File: src/rtl/mac_mdc_engine_if.sv
// Valid/ready stream bundle shared by the MAC datapath engine and its streamer.
// The source drives valid/data/strb and samples ready; the sink does the reverse.
interface mac_mdc_engine_if #(
  parameter int unsigned DATA_WIDTH = 32
);
  logic                      valid;
  logic                      ready;
  logic [DATA_WIDTH-1:0]     data;
  logic [DATA_WIDTH/8-1:0]   strb;

  modport source (output valid, output data, output strb, input ready);
  modport sink   (input valid, input data, input strb, output ready);
endinterface

File: src/rtl/mac_mdc_engine.sv
// MAC datapath engine: joins the a/b/c streams, multiplies in stage 1 and
// shifts/accumulates/adds in stage 2, producing the d stream. Supports an
// element-wise mode and an accumulate mode that emits one result per job.
module mac_mdc_engine #(
  parameter int unsigned CNT_WIDTH   = 16,
  parameter int unsigned SHIFT_WIDTH = 6
) (
  input  logic                   clk_i,
  input  logic                   rst_ni,
  input  logic                   enable_i,
  input  logic                   clear_i,
  mac_mdc_engine_if.sink         a,
  mac_mdc_engine_if.sink         b,
  mac_mdc_engine_if.sink         c,
  mac_mdc_engine_if.source       d,
  input  logic                   start_i,
  input  logic [CNT_WIDTH-1:0]   len_i,
  input  logic                   mode_i,
  input  logic [SHIFT_WIDTH-1:0] shift_i,
  output logic                   busy_o,
  output logic                   done_o,
  output logic [CNT_WIDTH-1:0]   cnt_o
);

  typedef enum logic [1:0] {
    IDLE  = 2'd0,
    RUN   = 2'd1,
    DRAIN = 2'd2
  } state_e;

  state_e                 state_q, state_d;
  logic [CNT_WIDTH-1:0]   len_q;
  logic [CNT_WIDTH-1:0]   cnt_q;
  logic                   mode_q;
  logic [SHIFT_WIDTH-1:0] shift_q;
  logic                   done_q;

  // Stage 1: registered product, addend and end-of-job marker.
  logic                   s1_valid_q;
  logic                   s1_last_q;
  logic signed [63:0]     s1_p_q;
  logic [31:0]            s1_c_q;

  // Stage 2: accumulator and the output register behind d.
  logic signed [63:0]     acc_q;
  logic                   d_valid_q;
  logic                   d_last_q;
  logic [31:0]            d_data_q;

  logic                   is_last;
  logic                   need_c;
  logic                   fire;
  logic                   s1_free;
  logic                   s2_take;
  logic                   d_hs;
  logic                   start_job;
  logic                   start_empty;
  logic                   done_set;
  logic                   s2_emit;
  logic signed [63:0]     product;
  logic signed [63:0]     s2_sum;
  logic signed [63:0]     s2_operand;
  logic signed [63:0]     s2_shifted;
  logic [3:0]             unused_strb;

  // Element bookkeeping and the input join.
  assign is_last   = (cnt_q == len_q - 1'b1);
  assign need_c    = !mode_q || is_last;
  assign s2_take   = s1_valid_q && (!d_valid_q || d.ready) && enable_i;
  assign s1_free   = !s1_valid_q || s2_take;
  assign fire      = (state_q == RUN) && enable_i && s1_free &&
                     a.valid && b.valid && (c.valid || !need_c);
  assign a.ready   = fire;
  assign b.ready   = fire;
  assign c.ready   = fire && need_c;

  // Output handshake is blocked while disabled, so the sink cannot pop a
  // result the engine is not going to retire.
  assign d_hs      = d_valid_q && d.ready && enable_i;
  assign d.valid   = d_valid_q && enable_i;
  assign d.data    = d_data_q;
  assign d.strb    = 4'hF;

  assign start_job   = (state_q == IDLE) && start_i && enable_i && (len_i != '0);
  assign start_empty = (state_q == IDLE) && start_i && enable_i && (len_i == '0);
  assign done_set    = start_empty || ((state_q == DRAIN) && d_hs && d_last_q);

  // Datapath arithmetic: full 64-bit signed product, optional accumulation,
  // arithmetic shift, then 32-bit truncation before the addend.
  assign product    = 64'($signed(a.data)) * 64'($signed(b.data));
  assign s2_sum     = acc_q + s1_p_q;
  assign s2_operand = mode_q ? s2_sum : s1_p_q;
  assign s2_shifted = s2_operand >>> shift_q;
  assign s2_emit    = !mode_q || s1_last_q;

  assign busy_o = (state_q != IDLE);
  assign done_o = done_q;
  assign cnt_o  = cnt_q;

  // Byte strobes on the inputs carry no information for this datapath.
  assign unused_strb = a.strb ^ b.strb ^ c.strb;

  // Next-state logic for the job FSM.
  // NOTE: every always_comb output gets a default first so no path infers a latch.
  always_comb begin
    state_d = state_q;
    unique case (state_q)
      IDLE:    if (start_job)            state_d = RUN;
      RUN:     if (fire && is_last)      state_d = DRAIN;
      DRAIN:   if (d_hs && d_last_q)     state_d = IDLE;
      default:                           state_d = IDLE;
    endcase
  end

  // Job control: state, latched job parameters, element counter, done pulse.
  // NOTE: sequential state uses non-blocking assignments only, so every flop
  // samples pre-edge values regardless of block ordering.
  always_ff @(posedge clk_i or negedge rst_ni) begin
    if (!rst_ni) begin
      state_q <= IDLE;
      len_q   <= '0;
      cnt_q   <= '0;
      mode_q  <= 1'b0;
      shift_q <= '0;
      done_q  <= 1'b0;
    end else if (clear_i) begin
      state_q <= IDLE;
      len_q   <= '0;
      cnt_q   <= '0;
      mode_q  <= 1'b0;
      shift_q <= '0;
      done_q  <= 1'b0;
    end else begin
      state_q <= state_d;
      done_q  <= done_set;
      if (start_job) begin
        len_q   <= len_i;
        mode_q  <= mode_i;
        shift_q <= shift_i;
        cnt_q   <= '0;
      end else if (fire) begin
        cnt_q   <= cnt_q + 1'b1;
      end
    end
  end

  // Stage 1: capture the joined operands on fire, release on stage-2 take.
  // NOTE: datapath registers are reset too, since the reset value of the
  // observable result is defined; pure-payload regs could otherwise skip it.
  always_ff @(posedge clk_i or negedge rst_ni) begin
    if (!rst_ni) begin
      s1_valid_q <= 1'b0;
      s1_last_q  <= 1'b0;
      s1_p_q     <= '0;
      s1_c_q     <= '0;
    end else if (clear_i) begin
      s1_valid_q <= 1'b0;
      s1_last_q  <= 1'b0;
      s1_p_q     <= '0;
      s1_c_q     <= '0;
    end else if (fire) begin
      s1_valid_q <= 1'b1;
      s1_last_q  <= is_last;
      s1_p_q     <= product;
      s1_c_q     <= need_c ? c.data : 32'd0;
    end else if (s2_take) begin
      s1_valid_q <= 1'b0;
    end
  end

  // Stage 2: accumulate or emit a result; hold d until it is accepted.
  always_ff @(posedge clk_i or negedge rst_ni) begin
    if (!rst_ni) begin
      acc_q     <= '0;
      d_valid_q <= 1'b0;
      d_last_q  <= 1'b0;
      d_data_q  <= '0;
    end else if (clear_i) begin
      acc_q     <= '0;
      d_valid_q <= 1'b0;
      d_last_q  <= 1'b0;
      d_data_q  <= '0;
    end else if (start_job) begin
      acc_q     <= '0;
    end else if (s2_take) begin
      if (mode_q) begin
        acc_q <= s1_last_q ? 64'sd0 : s2_sum;
      end
      if (s2_emit) begin
        d_valid_q <= 1'b1;
        d_last_q  <= s1_last_q;
        d_data_q  <= s2_shifted[31:0] + s1_c_q;
      end else if (d_hs) begin
        d_valid_q <= 1'b0;
      end
    end else if (d_hs) begin
      d_valid_q <= 1'b0;
    end
  end

endmodule

File: src/flat_wrapper.sv
// flat-port wrapper written by rule: the top's interface ports become plain ports
module mac_mdc_engine_flat 
#(
  parameter int unsigned CNT_WIDTH   = 16,
  parameter int unsigned SHIFT_WIDTH = 6
)
  (clk_i, rst_ni, enable_i, clear_i, start_i, len_i, mode_i, shift_i, busy_o, done_o, cnt_o, a_valid, a_data, a_strb, a_ready, b_valid, b_data, b_strb, b_ready, c_valid, c_data, c_strb, c_ready, d_valid, d_data, d_strb, d_ready);
  mac_mdc_engine_if a_i ();
  mac_mdc_engine_if b_i ();
  mac_mdc_engine_if c_i ();
  mac_mdc_engine_if d_i ();
  input  logic clk_i;
  input  logic rst_ni;
  input  logic enable_i;
  input  logic clear_i;
  input  logic start_i;
  input  logic [CNT_WIDTH-1:0] len_i;
  input  logic mode_i;
  input  logic [SHIFT_WIDTH-1:0] shift_i;
  output logic busy_o;
  output logic done_o;
  output logic [CNT_WIDTH-1:0] cnt_o;
  input wire logic [$bits(a_i.valid)-1:0] a_valid;
  input wire logic [$bits(a_i.data)-1:0] a_data;
  input wire logic [$bits(a_i.strb)-1:0] a_strb;
  output wire logic [$bits(a_i.ready)-1:0] a_ready;
  input wire logic [$bits(b_i.valid)-1:0] b_valid;
  input wire logic [$bits(b_i.data)-1:0] b_data;
  input wire logic [$bits(b_i.strb)-1:0] b_strb;
  output wire logic [$bits(b_i.ready)-1:0] b_ready;
  input wire logic [$bits(c_i.valid)-1:0] c_valid;
  input wire logic [$bits(c_i.data)-1:0] c_data;
  input wire logic [$bits(c_i.strb)-1:0] c_strb;
  output wire logic [$bits(c_i.ready)-1:0] c_ready;
  output wire logic [$bits(d_i.valid)-1:0] d_valid;
  output wire logic [$bits(d_i.data)-1:0] d_data;
  output wire logic [$bits(d_i.strb)-1:0] d_strb;
  input wire logic [$bits(d_i.ready)-1:0] d_ready;
  assign a_i.valid = a_valid;
  assign a_i.data = a_data;
  assign a_i.strb = a_strb;
  assign a_ready = a_i.ready;
  assign b_i.valid = b_valid;
  assign b_i.data = b_data;
  assign b_i.strb = b_strb;
  assign b_ready = b_i.ready;
  assign c_i.valid = c_valid;
  assign c_i.data = c_data;
  assign c_i.strb = c_strb;
  assign c_ready = c_i.ready;
  assign d_valid = d_i.valid;
  assign d_data = d_i.data;
  assign d_strb = d_i.strb;
  assign d_i.ready = d_ready;
  mac_mdc_engine #(.CNT_WIDTH(CNT_WIDTH), .SHIFT_WIDTH(SHIFT_WIDTH)) u_core (.clk_i(clk_i), .rst_ni(rst_ni), .enable_i(enable_i), .clear_i(clear_i), .a(a_i), .b(b_i), .c(c_i), .d(d_i), .start_i(start_i), .len_i(len_i), .mode_i(mode_i), .shift_i(shift_i), .busy_o(busy_o), .done_o(done_o), .cnt_o(cnt_o));
endmodule
File: config.mk
export PLATFORM = sky130hd
export DESIGN_NAME = mac_mdc_engine_flat
export DESIGN_NICKNAME = d
export VERILOG_FILES = /design/src/rtl/mac_mdc_engine_if.sv /design/src/rtl/mac_mdc_engine.sv /design/src/flat_wrapper.sv
export SDC_FILE = /design/constraint.sdc
export NUM_CORES = 2
export LEC_CHECK = 0
export CAP_MARGIN = 20
export CORE_MARGIN = 8
export CORE_UTILIZATION = 50
export DETAILED_ROUTE_END_ITERATION = 10
export PLACE_DENSITY = 0.76
export REMOVE_ABC_BUFFERS = 1
export SKIP_LAST_GASP = 1
export SYNTH_ARGS = -nofsm -noshare
export SYNTH_HDL_FRONTEND = slang
export SYNTH_SLANG_ARGS = --single-unit
File: constraint.sdc
create_clock -name clk_i -period 13.5 [get_ports clk_i]
set_input_delay 2.7 -clock clk_i [delete_from_list [all_inputs] [get_ports clk_i]]
set_output_delay 2.7 -clock clk_i [all_outputs]
set_load 0.02 [all_outputs]
# Word-level counts from Yosys, hierarchy flattened
# Index checks and enable logic that the tools add are counted.
# word_totals
reg_bits,238
out_inout_bits,58
elab_cells,115
# classes
add_sub_neg,4
n_mul,1
n_eq_ne,7
shifts,1
muxes,44
reduce_logical,44
# op_table
cell,n
64-bit 2-to-1 mux,8
32-bit 2-to-1 mux,7
16-bit 2-to-1 mux,5
64-bit adder,1
32-bit by 32-bit multiplier with 64-bit output,1
64-bit by 6-bit >>> shifter with 32-bit output,1
32-bit adder,1
1-bit logical AND,19
1-bit 2-to-1 mux,17
16-bit by 1-bit adder with 16-bit output (second input constant),1
16-bit equality test,1
16-bit zero test,1
16-bit nonzero test,1
16-bit by 1-bit subtractor with 16-bit output (second input constant),1
6-bit 2-to-1 mux,2
3-bit nonzero test,4
2-bit nonzero test,5
2-bit 2-to-1 mux,4
1-bit logical OR,6
3-bit inequality test (second input constant),2
2-bit case mux with 3 select lines,1
3-bit AND reduction,2
1-bit zero test,4
3-bit by 2-bit inequality test with 1-bit output (second input constant),1
other kinds (5),5

# Depth between registers and ports, before layout
# logic_depth
ltp_word,13
depth_mapped,33
ltp_nobuf,32

# Worst setup path before layout
# Ideal clock, no wire load.
# synth_timing
path_kind,in2reg
start,input port a_data[31]
end,register u_core.s1_p_q[56]
setup_time_ns,0.121
arrival_time_ns,10.283
slack_ns,3.096
stages,25
path_buffers,2
path_cell_list,clkbuf_1 > nand2_1 > inv_1 > fa_1 > inv_1 > fa_1 > inv_1 > fa_1 > fa_1 > inv_1 > fa_1 > inv_1 > fa_1 > fa_1 > fa_1 > ha_1 > clkbuf_1 > and4_1 > a221o_1 > o41ai_1 > nor2_1 > a211oi_1 > o21ai_0 > xor2_1 > a22o_1
# synth_via
elab_chain_cells,3
# synth_lines
item,line_no,rtl
start: declaration,flat_wrapper.sv:24,input wire logic [$bits(a_i.data)-1:0] a_data;
32-bit by 32-bit multiplier with 64-bit output,mac_mdc_engine.sv:90,assign product = 64'($signed(a.data)) * 64'($signed(b.data));
64-bit 2-to-1 mux,mac_mdc_engine.sv:161,end else if (fire) begin
64-bit 2-to-1 mux,mac_mdc_engine.sv:156,end else if (clear_i) begin
end signal: assignment,mac_mdc_engine.sv:164,s1_p_q <= product;
end: declaration,mac_mdc_engine.sv:41,logic signed [63:0] s1_p_q;
# No other way between the ends. The select of a mux whose other input is x is not followed.
# A chain may end at the register's enable or synchronous reset.

# Worst setup path after layout
# layout_timing
start,input port b_data[7]
end,register u_core.s1_p_q[62]
# layout_via
elab_chain_cells,3
# layout_lines
item,line_no,rtl
start: declaration,flat_wrapper.sv:28,input wire logic [$bits(b_i.data)-1:0] b_data;
32-bit by 32-bit multiplier with 64-bit output,mac_mdc_engine.sv:90,
64-bit 2-to-1 mux,mac_mdc_engine.sv:161,
64-bit 2-to-1 mux,mac_mdc_engine.sv:156,
# No other way between the ends. The select of a mux whose other input is x is not followed.

==> impl_metrics.ini <==
[critical_path]
critPathLaunchType = primary input
crit_type = primary input to register
r2r-start = u_core.s1_p_q[0]$_DFFE_PN0P_
endpoint_kind = register
cp_common_cell = fa_1
worst_path_max_delay_cell = clkdlybuf4s50_1
critical-path-max-stage-delay_ps = 1020
r2r_slack_ps = 4280
crit_path_max_fanout = 21
critPathLaunch = b_data[7]
crit_required_ps = 13910
worstPathArrival_ps = 12200
r2r_end = u_core.d.data[30]$_DFFE_PN0P_
reg2reg_depth = 32

[detailed_routing]
dr.pass1.iters = 8
wl_per_cell_um = 20.4
avgViaCountPerCell = 5.83
drcViolationCount = 0
totalWireLength_um = 159000
drtIter0Drc = 3835
final_antenna_net_count = 0
num_vias = 45500

[sta]
setup_violations = 0
max-slew-margin-rel_pct = 22.3
worst_pin_slew_ps = 1160
fmax_mhz = 84.9
final_max_slew_viol_count = 0
period_needed_ps = 11780
fin_skew_ps = 26.8
tns_ps = 0
setup_slack_ps = 1720
final-hold-violation-count = 0
period_share_pct = 87.3
rsz0062_at_grt = no

[floorplan]
die_h_um = 352
ios = 198
rows = 123
chipWidth_um = 352
start_util_pct = 50.3
core_region_area_um2 = 112000
dieArea_um2 = 124000

[job]
drv_cap = 0

[clock_tree]
clk_path_buf_depth = 3
cts_buffers = 27
clkSinkCount = 238
clk_latency_ps = 590
hold_buffers = 0
clkTransAtPathRegs_ps = 60
htreeDepth = 1
root_buffer = clkbuf_16
cts-resized-gates = 0
cts_tree = built
post_cts_buffers = 0

[synth]
synth_area_per_cell_um2 = 8.91
postSynthCellCount = 6331
synthTopCellsByArea = fa_1 (38%), dfrtp_1 (11%), inv_1 (6.6%)
synth_seq_cells = 238
synth_top_area_cell = fa_1
synth-edff-count = 0
synth_warnings = 0
yosysSeqAreaShare_pct = 10.6
ys.flop_type = dfrtp_1
ys_types = 96
synth.top_cell.area_share_pct = 38.5
async_reset_ff_share_pct = 100
netlist_area_um2 = 56400

[layout]
areaGrowthSynthToFinish_pct = 7.35
multi_input_area_um2 = 45300
final_nets = 7776
regArea_um2 = 5960
final_cell_mix = fa_1 (1,084), inv_1 (986), nand2_1 (845)
final_common_cell = fa_1
layout.cells.non_filler = 7797
fillers = 9859
layout-drive-gt1-share_pct = 4.32

[global_routing]
track_usage_pct = 25.3
grt_max_degree = 115
grt_remaining_overflow = 0
grt_antenna_before_repair = 5
grt_pass1_vias = 47900
grt_pass1_wl_um = 257000

[placed_design]
place_inst = 7739
hpwl_um = 129000
post-place-ws_ps = 1120
place_congestion = 0.987
port_buffers = 181

[hold_path]
min_path_cells = 1
hold_class = register to register
worstHoldStart = u_core.state_q[0]$_DFFE_PN0P_
min_to = u_core.done_o$_DFF_PN0_

[outcome]
outcome = completed
==> worst max-delay path, delay by kind of cell <==
kind / cells / cell delay [ps]
buf+inv: 8 / 2160
xor+xnor: 1 / 160
simple gates: 5 / 1230
fa+ha+maj: 9 / 4680
compound gates: 5 / 1220
==> flip-flops by register name (all words and copies together) (netlist names) <==
register and cells:
u_core.acc_q 64, u_core.cnt_o 16, u_core.d.data 32, u_core.d_last_q 1, u_core.d_valid_q 1, u_core.done_o 1
u_core.len_q 16, u_core.mode_q 1, u_core.s1_c_q 32, u_core.s1_last_q 1, u_core.s1_p_q 64, u_core.s1_valid_q 1
u_core.shift_q 6, u_core.state_q 2
==> cell type report <==
type                    instances  share of cell area (%)
diodes                          4                  0.0165
inverters                     990                    6.13
clock inverters                14                   0.306
flip-flops and latches        238                    9.84
well taps                    1500                    3.10
clock buffers                  36                    1.25
multi-input cells            4720                    74.8
repair buffers                295                    4.52
==> cells in the mapped netlist (11+ instances only) <==
cell type,n
and3_1,26
nor2_1,232
mux2_2,28
a211o_1,13
a22o_1,98
nor3_1,61
o31ai_1,16
o2111ai_1,13
o21bai_1,20
a21o_1,95
inv_1,988
a31o_2,11
nor2b_1,37
a22oi_1,11
clkbuf_1,359
a211oi_1,57
fa_1,1084
nand2_1,845
mux2i_1,105
or3_1,22
o21a_1,32
dfrtp_1,238
mux4_2,25
a21oi_1,294
nor4_1,21
and2_1,530
o211ai_1,19
xnor2_1,113
o21ai_0,182
ha_1,280
a31oi_1,22
buf_1,14
a2111oi_0,12
nand2b_1,37
nand3_1,88
xor2_1,62
nand4_1,38
==> logic make-up (layout without fill, tap and decap cells) <==
family	Yosys count	count (layout)	share of synthesized area, %
AOI/OAI and AO/OA	1037	1037	12.4
buffers and inverters	1376	1335	9.23
DFF	238	238	10.6
other	1	8	0.00665
adders and majority gates	1364	1364	44.7
muxes	159	159	3.45
and+or+nand+nor	1981	1981	17.0
xor gates and xnor gates	175	175	2.72
==> through the flow <==
| stage | instance area [µm²] | utilization [%] | hold WS [ps] |
|---|---|---|---|
| 2_1_floorplan | 54900 | - | 437 |
| 3_3_place_gp | 59500 | 53.1 | 452 |
| 3_5_place_dp | 59500 | 53.1 | 456 |
| 4_1_cts | 60500 | 53.9 | 474 |
| 5_1_grt | 60600 | 54.0 | 493 |
| 6_report | 60600 | 54.0 | 477 |
==> worst max-delay path by stage <==
stage,depth (start not counted),end
2_1_floorplan,23,u_core.s1_p_q[56]$_DFFE_PN0P_
3_3_place_gp,28,u_core.s1_p_q[63]$_DFFE_PN0P_
3_5_place_dp,27,u_core.s1_p_q[62]$_DFFE_PN0P_
4_1_cts,27,u_core.s1_p_q[62]$_DFFE_PN0P_
5_1_grt,28,u_core.s1_p_q[62]$_DFFE_PN0P_
6_report,28,u_core.s1_p_q[62]$_DFFE_PN0P_
==> per-layer routing <==
metal  GRT usage (%)  up-vias  routed length (µm)
li1                -    20100                   -
met5               0        -                   0
met3            3.25      417               12100
met4            9.24        0                6780
met2            42.3     1965               76100
met1            33.8    23000               63700
Power is left out: the tool's default activity adds up to more than one toggle a clock period on the data nets, which glitch-free logic cannot reach.
